### config.mk
export PLATFORM = sky130hd
export DESIGN_NAME = alu_share_arbiter
export DESIGN_NICKNAME = d
export VERILOG_FILES = /design/src/rtl/alu_share_arbiter_pkg.sv /design/src/rtl/alu_core.sv /design/src/rtl/alu_share_arbiter.sv
export SDC_FILE = /design/constraint.sdc
export NUM_CORES = 1
export LEC_CHECK = 0
export ABC_AREA = 1
export CAP_MARGIN = 20
export CORE_MARGIN = 8
export CORE_UTILIZATION = 49
export DETAILED_ROUTE_END_ITERATION = 10
export GPL_TIMING_DRIVEN = 0
export HOLD_SLACK_MARGIN = 0.1
export PLACE_DENSITY = 0.83
export SYNTH_ARGS = -nofsm -noshare
export SYNTH_HDL_FRONTEND = slang
export SYNTH_HIERARCHICAL = 1
export SYNTH_SLANG_ARGS = --single-unit
### constraint.sdc
create_clock -name clk -period 3.03 [get_ports clk]
set_input_delay 0.606 -clock clk [delete_from_list [all_inputs] [get_ports clk]]
set_output_delay 0.606 -clock clk [all_outputs]
set_load 0.005 [all_outputs]
### src/rtl/alu_share_arbiter_pkg.sv
// Shared definitions for the two-requester ALU arbiter: opcodes, FSM states,
// and the opcode legality check.
package alu_share_arbiter_pkg;

    localparam int unsigned ALU_W = 32;

    localparam logic [2:0] ALU_ADD = 3'b000;
    localparam logic [2:0] ALU_SUB = 3'b001;
    localparam logic [2:0] ALU_AND = 3'b010;
    localparam logic [2:0] ALU_OR  = 3'b011;
    localparam logic [2:0] ALU_SRL = 3'b100;
    localparam logic [2:0] ALU_SRA = 3'b101;

    typedef enum logic [1:0] {
        S_IDLE = 2'b00,
        S_EXEC = 2'b01,
        S_RESP = 2'b10
    } state_t;

    // Opcodes 110 and 111 have no ALU function behind them
    function automatic logic is_legal_op(input logic [2:0] op);
        return (op <= ALU_SRA);
    endfunction

endpackage

### src/rtl/alu_core.sv
// Purely combinational 32-bit ALU shared by both requesters.
module alu_core
    import alu_share_arbiter_pkg::*;
(
    input  logic [ALU_W-1:0] A,
    input  logic [ALU_W-1:0] B,
    input  logic [2:0]       ALUOp,
    output logic [ALU_W-1:0] C
);

    logic [4:0] shamt;

    assign shamt = B[4:0];

    // Select the operation; illegal opcodes produce zero
    always_comb begin
        C = '0;
        case (ALUOp)
            ALU_ADD: C = A + B;
            ALU_SUB: C = A - B;
            ALU_AND: C = A & B;
            ALU_OR:  C = A | B;
            ALU_SRL: C = A >> shamt;
            ALU_SRA: C = $signed(A) >>> shamt;
            default: C = '0;
        endcase
    end

endmodule

### src/rtl/alu_share_arbiter.sv
// Round-robin arbiter sharing one ALU between two valid/ready requesters.
// One operation outstanding at a time: IDLE (grant) -> EXEC -> RESP.
module alu_share_arbiter
    import alu_share_arbiter_pkg::*;
#(
    parameter int unsigned WIDTH = 32,
    parameter int unsigned CNT_W = 16
) (
    input  logic             clk,
    input  logic             rst_n,
    input  logic             in0_valid,
    output logic             in0_ready,
    input  logic [WIDTH-1:0] in0_a,
    input  logic [WIDTH-1:0] in0_b,
    input  logic [2:0]       in0_op,
    output logic             out0_valid,
    input  logic             out0_ready,
    output logic [WIDTH-1:0] out0_c,
    output logic             out0_err,
    input  logic             in1_valid,
    output logic             in1_ready,
    input  logic [WIDTH-1:0] in1_a,
    input  logic [WIDTH-1:0] in1_b,
    input  logic [2:0]       in1_op,
    output logic             out1_valid,
    input  logic             out1_ready,
    output logic [WIDTH-1:0] out1_c,
    output logic             out1_err,
    output logic             busy,
    output logic [CNT_W-1:0] op_count
);

    state_t           state;
    logic             last_grant;
    logic             owner;
    logic [WIDTH-1:0] lat_a;
    logic [WIDTH-1:0] lat_b;
    logic [2:0]       lat_op;

    logic             gnt;
    logic             any_valid;
    logic             hs;
    logic             resp_done;
    logic [WIDTH-1:0] alu_c;
    logic             op_ok;

    // Round-robin pick: a lone requester wins, a tie goes to the one not served last
    always_comb begin
        any_valid = in0_valid | in1_valid;
        gnt       = 1'b0;
        if (in0_valid && in1_valid) begin
            gnt = ~last_grant;
        end else if (in1_valid) begin
            gnt = 1'b1;
        end
    end

    // Ready is combinational and only offered while IDLE and out of reset
    assign in0_ready = rst_n && (state == S_IDLE) && any_valid && !gnt;
    assign in1_ready = rst_n && (state == S_IDLE) && any_valid &&  gnt;
    assign hs        = in0_ready | in1_ready;
    assign resp_done = owner ? out1_ready : out0_ready;
    assign busy      = (state != S_IDLE);
    assign op_ok     = is_legal_op(lat_op);

    alu_core u_alu (
        .A     (lat_a),
        .B     (lat_b),
        .ALUOp (lat_op),
        .C     (alu_c)
    );

    // Control FSM with operand latch and per-requester result registers
    always_ff @(posedge clk or negedge rst_n) begin
        if (!rst_n) begin
            state      <= S_IDLE;
            last_grant <= 1'b1;
            owner      <= 1'b0;
            lat_a      <= '0;
            lat_b      <= '0;
            lat_op     <= ALU_ADD;
            out0_valid <= 1'b0;
            out0_c     <= '0;
            out0_err   <= 1'b0;
            out1_valid <= 1'b0;
            out1_c     <= '0;
            out1_err   <= 1'b0;
            op_count   <= '0;
        end else begin
            case (state)
                S_IDLE: begin
                    if (hs) begin
                        lat_a      <= gnt ? in1_a  : in0_a;
                        lat_b      <= gnt ? in1_b  : in0_b;
                        lat_op     <= gnt ? in1_op : in0_op;
                        owner      <= gnt;
                        last_grant <= gnt;
                        state      <= S_EXEC;
                    end
                end
                S_EXEC: begin
                    // Only the owner's result registers move; the other side holds
                    if (owner) begin
                        out1_c     <= op_ok ? alu_c : '0;
                        out1_err   <= ~op_ok;
                        out1_valid <= 1'b1;
                    end else begin
                        out0_c     <= op_ok ? alu_c : '0;
                        out0_err   <= ~op_ok;
                        out0_valid <= 1'b1;
                    end
                    state <= S_RESP;
                end
                S_RESP: begin
                    if (resp_done) begin
                        out0_valid <= 1'b0;
                        out1_valid <= 1'b0;
                        op_count   <= op_count + CNT_W'(1);
                        state      <= S_IDLE;
                    end
                end
                default: state <= S_IDLE;
            endcase
        end
    end

endmodule

Yosys cells after proc, flatten, opt, wreduce, memory -nomap -nowiden
Cells that the tools add are included.
- bits in registers: 155
- input bits: 140
- output and inout port bits: 87
- logic and storage cells: 70
- add/sub/neg operators: 3
- $lt $le $gt $ge: 1
- equal/unequal tests: 11
- shift-type cells: 2
- muxes and demuxes: 16
- bitwise logic cells: 7
- reductions and logical operators: 17
- operator list (kind ; count):
    $pmux 32 s6 ; 1
    $mux 32 ; 3
    $add 32x32->32 ; 1
    $and 32x32->32 ; 1
    $or 32x32->32 ; 1
    $shr 32x5->32 ; 1
    $sshr 32x5->32 ; 1
    $sub 32x32->32 ; 1
    $add 16x1->16 const B ; 1
    $reduce_and 2->1 ; 5
    $ne 2x2->1 const B ; 4
    $eq 3x2->1 const B ; 2
    $eq 3x3->1 const B ; 2
    $mux 1 ; 6
    $pmux 2 s3 ; 1
    $reduce_and 3->1 ; 2
    $logic_and 1x1->1 ; 5
    $mux 2 ; 2
    $pmux 1 s2 ; 2
    $reduce_bool 2->1 ; 2
    $eq 3x1->1 const B ; 1
    $le 3x3->1 const B ; 1
    $logic_not 3->1 ; 1
    $mux 3 ; 1
    other kinds (6) ; 9

Longest topological paths before layout
- word-level depth: 7
- depth in mapped cells: 26
- gate-level depth less buffers: 24

Hierarchy
Netlist, hierarchy kept.
- modules (own cells, without submodules) (module ; instances ; cells an instance ; area each (µm²) ; sequential area each (µm²)):
    alu_share_arbiter ; 1 ; 749 ; 6437.4 ; 3880.0
    alu_core ; 1 ; 1281 ; 6129.6 ; 0.0

Least setup slack after synthesis
OpenSTA, ideal clock, no wires.
- kind: reg-to-reg
- start: register lat_b[1]
- end: register out0_c[26]
- setup time: 0.083 ns
- arrival: 3.193 ns
- data required time: 2.947 ns
- path slack: -0.246 ns
- stages on the path, launching flop included: 23
- buffers on the path: 2
- clock period less this slack: 3.276 ns
- cell sequence: dfrtp_1 -> buf_2 -> inv_2 -> clkbuf_1 -> ha_1 -> nand3_2 -> nor3_2 -> nand2_2 -> nor2_4 -> nand3_2 -> o211ai_1 -> nand2_1 -> ha_1 -> nand2_1 -> nor2_1 -> nand2_1 -> nor4_1 -> nand2_1 -> nand3_1 -> nand3_1 -> nand2_1 -> nand2_1 -> o21ai_0
- longest elaborated chain between the ends: 3
- elaborated cells between the ends (all ways): 6
- classes of those cells: add/sub: 2; shift: 2; mux: 2
- ends and longest elaborated chain (what ; line ; text):
    start, declared ; alu_share_arbiter.sv:37 ; logic [WIDTH-1:0] lat_b;
    start signal, assigned ; alu_share_arbiter.sv:94 ; lat_b <= gnt ? in1_b : in0_b;
    $sub 32x32->32 (tied with other cells) ; alu_core.sv:20 ; ALU_SUB: C = A - B;
    $pmux 32 s6 (*) ; alu_core.sv:18 ; case (ALUOp)
    net alu_c[26] ; alu_share_arbiter.sv:44 ; logic [WIDTH-1:0] alu_c;
    $mux 32 (*) ; alu_share_arbiter.sv:108 ; out0_c <= op_ok ? alu_c : '0;
    end signal, assigned ; alu_share_arbiter.sv:108 ;
    end, declared ; alu_share_arbiter.sv:18 ; output logic [WIDTH-1:0] out0_c,
Mark *: on every way through the listed nets, which the timed path passes. The rest lies on a longest branch.
A chain may end at the register's enable or synchronous reset.

Worst setup path in the final report
- start: register lat_b[4]
- end: register out1_c[21]
- longest elaborated chain between the ends: 3
- elaborated cells between the ends (all ways): 6
- classes of those cells: add/sub: 2; shift: 2; mux: 2
- ends and longest elaborated chain (what ; line ; text):
    $sub 32x32->32 (tied with other cells) ; alu_core.sv:20 ;
    $pmux 32 s6 (*) ; alu_core.sv:18 ;
    net alu_c[21] ; alu_share_arbiter.sv:44 ;
    $mux 32 (*) ; alu_share_arbiter.sv:104 ; out1_c <= op_ok ? alu_c : '0;
    end signal, assigned ; alu_share_arbiter.sv:104 ;
    end, declared ; alu_share_arbiter.sv:27 ; output logic [WIDTH-1:0] out1_c,
Marked as above.

==> flow_summary.json <==
{
  "status": "finished with violations",
  "violations": "setup timing",
  "grt_use_total_pct": 35.5,
  "grt_pass1_vias": 14600,
  "dpl.hpwl_um": 44700,
  "reg2reg_from": "lat_b[4]",
  "drt_iter0_markers": 2249,
  "finalCriticalPeriod_ns": 3.41,
  "routed_via_density": 5.88,
  "fin_nets": 2517,
  "regToRegEndpoint": "out1_c[21]",
  "yosysUniqueCellTypes": 50,
  "ys_async_sr_fraction_pct": 100,
  "path_max_fanout": 7,
  "dp_slack_ns": -0.868,
  "wirelength_um": 58500,
  "max_freq_ghz": 0.293,
  "yosysWarnings": 6,
  "min_path_type": "input port to asynchronous set/reset pin",
  "end_kind": "flop",
  "ioPinCount": 227,
  "setup_ws_ns": -0.379,
  "vias": 15800,
  "die-area_sq_um": 31000,
  "fin_crit_sh_pct": 112,
  "htree_levels": 4,
  "critical_path_arrival_ns": 3.77,
  "fp.dieH_um": 176,
  "cts.clk_slew.worst_paths_ns": 0.08,
  "slew_violations": 0,
  "critPathLaunchType": "flop",
  "tightest_slew_ns": 0.713,
  "die_x_um": 176,
  "antenna_cells": 0,
  "grt_setup_unrepaired": "true",
  "ant_nets": 0,
  "grt.overflow.total": 0,
  "synth-edff-count": 0,
  "core-area_sq_um": 25200,
  "cts_buffer_depth": 2,
  "relSlewSlack_pct": 52.5,
  "critPathKind": "flop to flop",
  "setup_violations": 54,
  "r2r.worst_path.cells": 23,
  "numCtsBuffers": 17,
  "rows": 58,
  "synthToLayoutAreaGrowth_pct": 43.8,
  "clk_latency_ns": 0.44,
  "cap_violations": 0,
  "holdWs_ns": 0.129,
  "io_buffer_count": 226,
  "layout-drive-gt1-share_pct": 21.1,
  "ctsRootBufferMaster": "clkbuf_16",
  "synth_area_leaders": "dfrtp_1 31%, nand2_1 24%, nand3_1 11%",
  "syn_inst": 2030,
  "synth_top_area_share_pct": 30.7,
  "synth_nets": 2206,
  "seq_area_frac_synth_pct": 30.9,
  "postSynthAreaPerCell_sq_um": 6.19,
  "tns_ns": -12.02,
  "grt_pass1_wl_um": 84900,
  "place_congestion": 1.08,
  "fin_skew_ns": 0.0147,
  "routedWlPerCell_um": 21.8,
  "dr.pass1.iters": 6,
  "grt_max_degree": 79,
  "ys_ff_latch": 155,
  "r2r_setup_slack_ns": -0.38,
  "hold_viol": 0,
  "numClockSinks": 155,
  "antenna_found_initial": 0,
  "start_util_pct": 49.9,
  "final_util_pct": 71.8,
  "cts_tree": "done",
  "synthFlopType": "dfrtp_1",
  "drcViolationCount": 0,
  "syn_area_sq_um": 12600,
  "synth_area_leader_cell": "dfrtp_1",
  "required_ns": 3.39
}
## placed cells by master, fill, tap and decap left out, types with 6 or more instances in the layout
master           instances
nand2_4                 31
o21ai_2                 21
nand2_1                683
nor2_2                  25
nand3_1                238
buf_2                   34
clkdlybuf4s50_1        225
a21oi_1                 29
o21ai_1                 47
inv_1                  159
clkbuf_16               17
dfrtp_1                148
nand3_2                 30
a21oi_2                 23
nand2_2                 79
o211ai_1                15
a31oi_1                 12
ha_1                    12
ha_2                     7
nor3_1                  11
clkbuf_1                21
nor2_4                  23
o21ai_0                 63
ha_4                    16
buf_1                    6
dfrtp_2                  6
nor3_2                   9
nand3_4                  9
xnor2_1                 10
inv_2                   26
nor2_1                 104
buf_4                   61
buf_6                   16
inv_8                    6
xor2_1                  24
nand4_1                 20
## worst max-delay path, stage by stage, from the launching register on
cell and delay [ns]:
dfrtp_1 0.41, buf_6 0.17, inv_4 0.10, nand2_2 0.11, nor3_4 0.26, nand2_4 0.12, buf_6 0.14, nand2_4 0.06
o21ai_2 0.06, xor2_1 0.15, ha_1 0.37, nand2_2 0.15, inv_1 0.05, nand2_1 0.09, nand2_2 0.10, a21oi_2 0.16
nand2_2 0.14, nand2_2 0.10, nand2_1 0.07, nand2_1 0.10, nand3_1 0.10, nand2_2 0.10, nand2_2 0.07, o21ai_1 0.14
## flip-flops by register name, indices dropped and copies added (netlist names)
register / flops
out1_err: 1
out1_c: 32
lat_b: 32
op_count: 16
lat_a: 32
out0_valid: 1
out1_valid: 1
lat_op: 3
owner: 1
state: 2
out0_err: 1
out0_c: 32
last_grant: 1
## cells in the mapped netlist (all sizes together), types with 2 or more instances
cell type	count
nand2	793
nand3	277
inv	192
dfrtp	154
nor2	153
o21ai	131
a21oi	57
buf	56
ha	35
xor2	29
clkbuf	25
nor3	23
nand4	20
o211ai	15
a31oi	12
xnor2	10
or2	8
o21bai	6
nand3b	5
o31ai	4
o22ai	3
a221oi	2
a311oi	2
and2	2
clkinv	2
maj3	2
nor4	2
o311ai	2
## area by class of cell
class	count	area (sq um)
Buffer	77	450
Timing Repair Buffer	296	2920
Clock inverter	15	189
Tap cell	330	413
Clock buffer	17	425
Inverter	194	772
Multi-Input combinational cell	1600	9010
Sequential cell	155	3890
Fill cell	2078	7110
## how the worst max path moves through the flow
stage / startpoint / to / slack [ns]
after floorplan: lat_b[0] / out1_c[31] / -0.01
after global placement: rst_n / in0_ready / -5.26
after detailed placement: rst_n / in0_ready / -0.87
after CTS: lat_b[0] / out0_c[25] / -0.18
after global routing: lat_b[0] / out1_c[27] / -0.50
final: lat_b[4] / out1_c[21] / -0.38
## through the flow
step,instances,cell area [sq um]
after floorplan,2030,12700
final,2684,18100
after detailed placement,2587,15400
after CTS,2660,17200
after global placement,2586,15400
after global routing,2684,18100
## per-layer routing
| layer | global-route usage [%] | vias up | part of all wire (%) | wire length [um] |
|---|---|---|---|---|
| met5 | 0 | - | 0 | 0 |
| met4 | 21.2 | 0 | 6.7 | 3910 |
| met3 | 7.43 | 253 | 12 | 6820 |
| met2 | 55.0 | 1156 | 44 | 25800 |
| met1 | 45.0 | 7151 | 38 | 22000 |
| li1 | - | 7211 | - | - |
## repair_timing
item	CTS	global route
endpoints found under the setup margin	62	60
hold buffers	2	0
gates cloned	1	0
resized for setup	251	209
setup buffers	42	25
pin swaps	73	99
hold endpoints to repair	39	0
## cells by family after synthesis
logic type | count (synthesis) | synth area share (%)
adder cells (fa/ha/maj) | 38 | 3.80
multiplexers | 1 | 0.0797
AND/OR/NAND/NOR | 1285 | 43.1
buffers and inverters | 275 | 9.05
flip-flops | 155 | 30.9
XOR/XNOR | 39 | 2.72
AO/OA/AOI/OAI | 237 | 10.4
Power is not shown: default switching activity piles up to over one toggle a cycle in this logic, so the estimate is an artifact.
